==> config.mk <==
export PLATFORM = sky130hd
export DESIGN_NAME = mips_simple_cpu
export DESIGN_NICKNAME = d
export VERILOG_FILES = /design/src/rtl/mips_pkg.sv /design/src/rtl/mips_alu.sv /design/src/rtl/mips_simple_cpu.sv
export SDC_FILE = /design/constraint.sdc
export NUM_CORES = 2
export LEC_CHECK = 0
export ABC_AREA = 0
export CELL_PAD_IN_SITES_DETAIL_PLACEMENT = 0
export CELL_PAD_IN_SITES_GLOBAL_PLACEMENT = 1
export CORE_MARGIN = 8
export CORE_UTILIZATION = 38
export CTS_CLUSTER_SIZE = 12
export DETAILED_ROUTE_END_ITERATION = 7
export DONT_BUFFER_PORTS = 1
export HOLD_SLACK_MARGIN = 0.06
export PLACE_DENSITY = 0.58
export SLEW_MARGIN = 20
export SYNTH_ARGS = -nofsm -noshare
export SYNTH_HDL_FRONTEND = slang
export SYNTH_HIERARCHICAL = 1
export SYNTH_SLANG_ARGS = --single-unit
==> constraint.sdc <==
create_clock -name clk -period 10.5 [get_ports clk]
set_input_delay 1.575 -clock clk [delete_from_list [all_inputs] [get_ports clk]]
set_output_delay 1.575 -clock clk [all_outputs]
set_load 0.005 [all_outputs]
==> src/rtl/mips_pkg.sv <==
// mips_pkg: opcode/funct constants, ALU op enum and the fixed ROM programs
// shared by the MIPS subset core.
package mips_pkg;

    localparam logic [5:0] OP_RTYPE = 6'h00;
    localparam logic [5:0] OP_J     = 6'h02;
    localparam logic [5:0] OP_BEQ   = 6'h04;
    localparam logic [5:0] OP_BNE   = 6'h05;
    localparam logic [5:0] OP_ADDI  = 6'h08;
    localparam logic [5:0] OP_LW    = 6'h23;
    localparam logic [5:0] OP_SW    = 6'h2B;

    localparam logic [5:0] FN_ADD = 6'h20;
    localparam logic [5:0] FN_SUB = 6'h22;
    localparam logic [5:0] FN_AND = 6'h24;
    localparam logic [5:0] FN_OR  = 6'h25;
    localparam logic [5:0] FN_SLT = 6'h2A;

    typedef enum logic [2:0] {
        ALU_ADD,
        ALU_SUB,
        ALU_AND,
        ALU_OR,
        ALU_SLT
    } alu_op_e;

    // alt selects a tiny program that tries to write $0 and then copies $0+$0 into $2.
    function automatic logic [31:0] prog_word(input int unsigned idx, input logic alt);
        logic [31:0] w;
        w = 32'h0000_0000;
        if (alt) begin
            case (idx)
                0: w = 32'h2000_0007;
                1: w = 32'h0000_1020;
                2: w = 32'h1000_FFFF;
                default: w = 32'h0000_0000;
            endcase
        end else begin
            case (idx)
                0: w = 32'h2001_0005;
                1: w = 32'h2002_0000;
                2: w = 32'h0041_1020;
                3: w = 32'h2021_FFFF;
                4: w = 32'h1420_FFFD;
                5: w = 32'hAC02_0000;
                6: w = 32'h8C03_0000;
                7: w = 32'h1000_FFFF;
                default: w = 32'h0000_0000;
            endcase
        end
        return w;
    endfunction

endpackage

==> src/rtl/mips_alu.sv <==
// mips_alu: combinational 32-bit ALU with zero flag for the MIPS subset core.
module mips_alu
    import mips_pkg::*;
(
    input  logic [31:0] a,
    input  logic [31:0] b,
    input  alu_op_e     op,
    output logic [31:0] y,
    output logic        zero
);

    logic [31:0] diff;

    always_comb begin
        diff = a - b;
        y    = op == ALU_ADD ? a + b :
               op == ALU_SUB ? diff :
               op == ALU_AND ? a & b :
               op == ALU_OR  ? a | b :
               op == ALU_SLT ? {31'b0, $signed(a) < $signed(b)} : 32'h0;
        zero = y == 32'h0;
    end

endmodule

==> src/rtl/mips_simple_cpu.sv <==
// mips_simple_cpu: single-cycle MIPS subset core with fixed instruction ROM,
// small data RAM and register $2 exposed on out.
module mips_simple_cpu
    import mips_pkg::*;
#(
    parameter int   IMEM_WORDS = 64,
    parameter int   DMEM_WORDS = 64,
    parameter logic ALT_PROG   = 1'b0
) (
    input  logic        clk,
    input  logic        reset,
    output logic [31:0] out
);

    localparam int IW = $clog2(IMEM_WORDS);
    localparam int DW = $clog2(DMEM_WORDS);

    logic [31:0]                  pc_q, pc_d, pc_plus4, br_tgt, j_tgt;
    logic [31:0][31:0]            regs_q, regs_d;
    logic [DMEM_WORDS-1:0][31:0]  dmem_q, dmem_d;
    logic [31:0]                  instr, imm_sext, rd1, rd2, alu_b, alu_y, wdata, mem_rdata;
    logic [5:0]                   opcode, funct;
    logic [4:0]                   rs, rt, rd, dst;
    logic                         reg_we, mem_we, mem_to_reg, use_imm, fn_ok, alu_zero;
    alu_op_e                      alu_op, fn_op;
    logic                         unused_bits;

    always_comb begin
        instr     = prog_word(32'(pc_q[IW+1:2]), ALT_PROG);
        opcode    = instr[31:26];
        rs        = instr[25:21];
        rt        = instr[20:16];
        rd        = instr[15:11];
        funct     = instr[5:0];
        imm_sext  = {{16{instr[15]}}, instr[15:0]};
        pc_plus4  = pc_q + 32'd4;
        br_tgt    = pc_plus4 + {imm_sext[29:0], 2'b00};
        j_tgt     = {pc_plus4[31:28], instr[25:0], 2'b00};
        rd1       = rs == 5'd0 ? 32'h0 : regs_q[rs];
        rd2       = rt == 5'd0 ? 32'h0 : regs_q[rt];
        mem_rdata = dmem_q[alu_y[DW+1:2]];
    end

    always_comb begin
        fn_ok = funct == FN_ADD || funct == FN_SUB || funct == FN_AND ||
                funct == FN_OR  || funct == FN_SLT;
        fn_op = funct == FN_SUB ? ALU_SUB :
                funct == FN_AND ? ALU_AND :
                funct == FN_OR  ? ALU_OR  :
                funct == FN_SLT ? ALU_SLT : ALU_ADD;
    end

    // Anything not matched below falls through as a NOP.
    always_comb begin
        reg_we     = 1'b0;
        mem_we     = 1'b0;
        mem_to_reg = 1'b0;
        use_imm    = 1'b0;
        dst        = rd;
        alu_op     = ALU_ADD;
        pc_d       = pc_plus4;
        case (opcode)
            OP_RTYPE: begin
                alu_op = fn_op;
                reg_we = fn_ok;
            end
            OP_ADDI: begin
                use_imm = 1'b1;
                reg_we  = 1'b1;
                dst     = rt;
            end
            OP_LW: begin
                use_imm    = 1'b1;
                reg_we     = 1'b1;
                mem_to_reg = 1'b1;
                dst        = rt;
            end
            OP_SW: begin
                use_imm = 1'b1;
                mem_we  = 1'b1;
            end
            OP_BEQ: begin
                alu_op = ALU_SUB;
                pc_d   = alu_zero ? br_tgt : pc_plus4;
            end
            OP_BNE: begin
                alu_op = ALU_SUB;
                pc_d   = alu_zero ? pc_plus4 : br_tgt;
            end
            OP_J: pc_d = j_tgt;
            default: ;
        endcase
    end

    mips_alu u_alu (
        .a    (rd1),
        .b    (alu_b),
        .op   (alu_op),
        .y    (alu_y),
        .zero (alu_zero)
    );

    always_comb begin
        alu_b  = use_imm ? imm_sext : rd2;
        wdata  = mem_to_reg ? mem_rdata : alu_y;
        regs_d = regs_q;
        if (reg_we && dst != 5'd0 && !reset)
            regs_d[dst] = wdata;
        dmem_d = dmem_q;
        if (mem_we && !reset)
            dmem_d[alu_y[DW+1:2]] = rd2;
    end

    always_ff @(posedge clk) begin
        pc_q   <= reset ? 32'h0 : pc_d;
        regs_q <= reset ? '0 : regs_d;
    end

    // Data RAM keeps its contents across reset.
    always_ff @(posedge clk)
        dmem_q <= dmem_d;

    assign out         = regs_q[2];
    assign unused_bits = ^instr[10:6];

endmodule

==> impl_metrics.toml <==
[outcome]
status = "completed"

[finish]
multi_input_area_um2 = 25300
layout-drive-gt1-share_pct = 21.4
fillCellCount = 20711
area_growth_pct = 12.6
nets = 5282
utilization_pct = 42.9
mostFrequentLayoutCell = "edfxtp_1"
layout_common_cells = "2048 x edfxtp_1, 390 x mux4_2, 380 x mux2i_1"
seq_area_um2 = 63800

[hold_path]
hold_start = "regs_q[124]$_SDFFE_PP0P_"
hold_path_class = "flip-flop to flip-flop"
worstHoldPathCells = 2
hold_end = "regs_q[124]$_SDFFE_PP0P_"

[floorplanning]
fp-row-count = 179
initial_utilization_pct = 38.1
core_area_um2 = 237000
die-area_um2 = 254000
die_x_um = 503
ios = 34
die-height_um = 503

[synth]
async_reset_ff_share_pct = 0
synth_top_area_share_pct = 68.1
synthTopCellsByArea = "edfxtp_1 68%, mux4_2 9.7%, mux2i_1 4.2%, dfxtp_1 2.5%, ha_1 1.5%"
syn_area_um2 = 90300
ys.flop_type = "edfxtp_1"
synthCells = 5101
yosysTopAreaCell = "edfxtp_1"
synth_edf_count = 2048
avgSynthCellArea_um2 = 17.7
synth_cell_types = 98
synth_seq_area_share_pct = 70.6
ys_warn_count = 6
ys_ff_latch = 2162

[clocking]
cts_tree = "yes"
cts_buffers = 223
insertion_delay_ns = 0.88
ctsResizeCount = 0
postCtsSetupBuffers = 0
root_buffer = "clkbuf_16"
cts_buffer_depth = 3
htree_num_levels = 4
cts_sinks = 2162
clkSlewWorstSetupHoldPaths_ns = 0.06
postCtsHoldBufs = 0

[route]
ant_nets = 0
drt-initial-drc-count = 4885
drt_pre_antenna_iters = 6
post-route-drc-count = 0
drt-vias-per-instance = 5.67
totalWireLength_um = 263000
wl_per_cell_um = 30.9
num_vias = 48249

[sta]
tightestPinTransition_ns = 1.29
clock_skew_ns = 0.0657
drv_slew = 0
max_freq_mhz = 120
hold_violations = 0
min_period_over_period_pct = 79.4
rsz0062_at_grt = "false"
fin_tns_setup_ns = 0
min_period_ns = 8.33
maxSlewHeadroom_pct = 14.2
fin_hold_ws_ns = 0.512
setup_viol = 0

[global_routing]
grt_max_degree = 113
grt_pass1_wl_um = 373000
grt.total_usage_pct = 20.4
grt_pass1_vias = 48698
grt-ovfl-total = 0
antenna_found_initial = 5

[worst_setup_path]
arrival_ns = 9.09
r2r_cells = 28
end_kind = "flip-flop"
crit_type = "flip-flop to flip-flop"
cp-start-kind = "flip-flop"
crit_path_max_incr_delay_ns = 0.67
rrSetupSlack_ns = 2.17
critical_path.most_common_cell = "inv_1"
worstPathRequired_ns = 11.25
path_max_fanout = 30
cpMaxStageDelayCell = "dfxtp_2"

[placed_design]
gp_congestion = 0.884
dp_hpwl_um = 155000
port_buffers = 0

[power_and_ir_drop]
powerDensity_nw_per_um2 = 193
p_leak_uw = 0.0334
irDropWorstVdd_uv = 161
power_uw = 19600

[run]
max_cap_violations = 0
==> synthesized netlist by cell type (40+ instances only) <==
cell      number
edfxtp_1    2048
mux4_2       390
mux2i_1      380
nor2_1       287
clkbuf_1     154
o22ai_1      146
a21oi_1      125
mux2_2       121
dfxtp_1      114
nand2_1      111
ha_1         109
inv_1        106
buf_2         99
a211oi_1      84
a22oi_1       69
buf_4         68
o21ai_0       52
nor4_1        43
o31ai_1       40
==> how the worst max path moves through the flow <==
stage	start	end	slack (ns)	cells after the start
6_report	flip-flop	flip-flop	2.17	28
5_1_grt	flip-flop	flip-flop	1.52	28
4_1_cts	flip-flop	flip-flop	2.17	28
3_5_place_dp	flip-flop	flip-flop	2.17	28
3_3_place_gp	pc_q[5]$_SDFF_PP0_	flip-flop	2.31	27
2_1_floorplan	pc_q[5]$_SDFF_PP0_	dmem_q[832]$_DFFE_PP_	1.41	19
==> power by group <==
group | internal, uW | leakage, uW | total (uW) | switching, uW
logic | 940 | 0.00903 | 2520 | 1580
registers | 9620 | 0.0212 | 9660 | 39.3
clock network | 4080 | 0.00325 | 7390 | 3320
==> area by class of cell <==
class                           count  share of cell area [%]
Antenna cell                        5                  0.0123
Clock buffer                      308                    5.88
Clock inverter                     88                   0.734
Inverter                          110                   0.415
Multi-Input combinational cell   2490                    24.9
Sequential cell                  2162                    62.7
Tap cell                         3167                    3.90
Timing Repair Buffer              182                    1.45
==> cells by family (layout without fill, tap and decap cells) <==
kind of cell	count (synthesis)	after routing	share of synthesized area, %
flops	2162	2162	70.6
mux	893	893	15.5
compound gates	769	769	5.86
simple gates	678	678	3.79
buf+inv	455	688	2.39
fa+ha+maj	112	112	1.57
xor+xnor	31	31	0.301
other cells	1	12	0.00415
==> layer usage <==
metal	routed length (um)	track usage, %
met1	114000	28.1
met4	6050	4.58
met3	14900	3.66
met5	13	0
met2	128000	34.1
==> stage by stage <==
stage | setup WS [ns] | instance area [um^2] | cells
2_1_floorplan | 1.41 | 90300 | 5107
3_3_place_gp | 2.31 | 94900 | 8109
3_5_place_dp | 2.17 | 94900 | 8111
4_1_cts | 2.17 | 102000 | 8507
5_1_grt | 1.52 | 102000 | 8508
6_report | 2.17 | 102000 | 8512
==> state kept, by name, summed over array words and instances (netlist names), named ones only <==
signal / cells
regs_q: 64
pc_q: 6
dmem_q: 2048
out: 32
==> critical path: cells and delay by family (launching register included) <==
family                   cells  cell delay [ns]
adder cells (fa/ha/maj)      3             1.09
XOR/XNOR                     1             0.19
AND/OR/NAND/NOR             12             3.31
buffers and inverters        5             1.19
multiplexers                 1             0.24
flip-flops                   1             0.67
AO/OA/AOI/OAI                6             1.51
No activity file was read; power rests on OpenSTA's default activity.
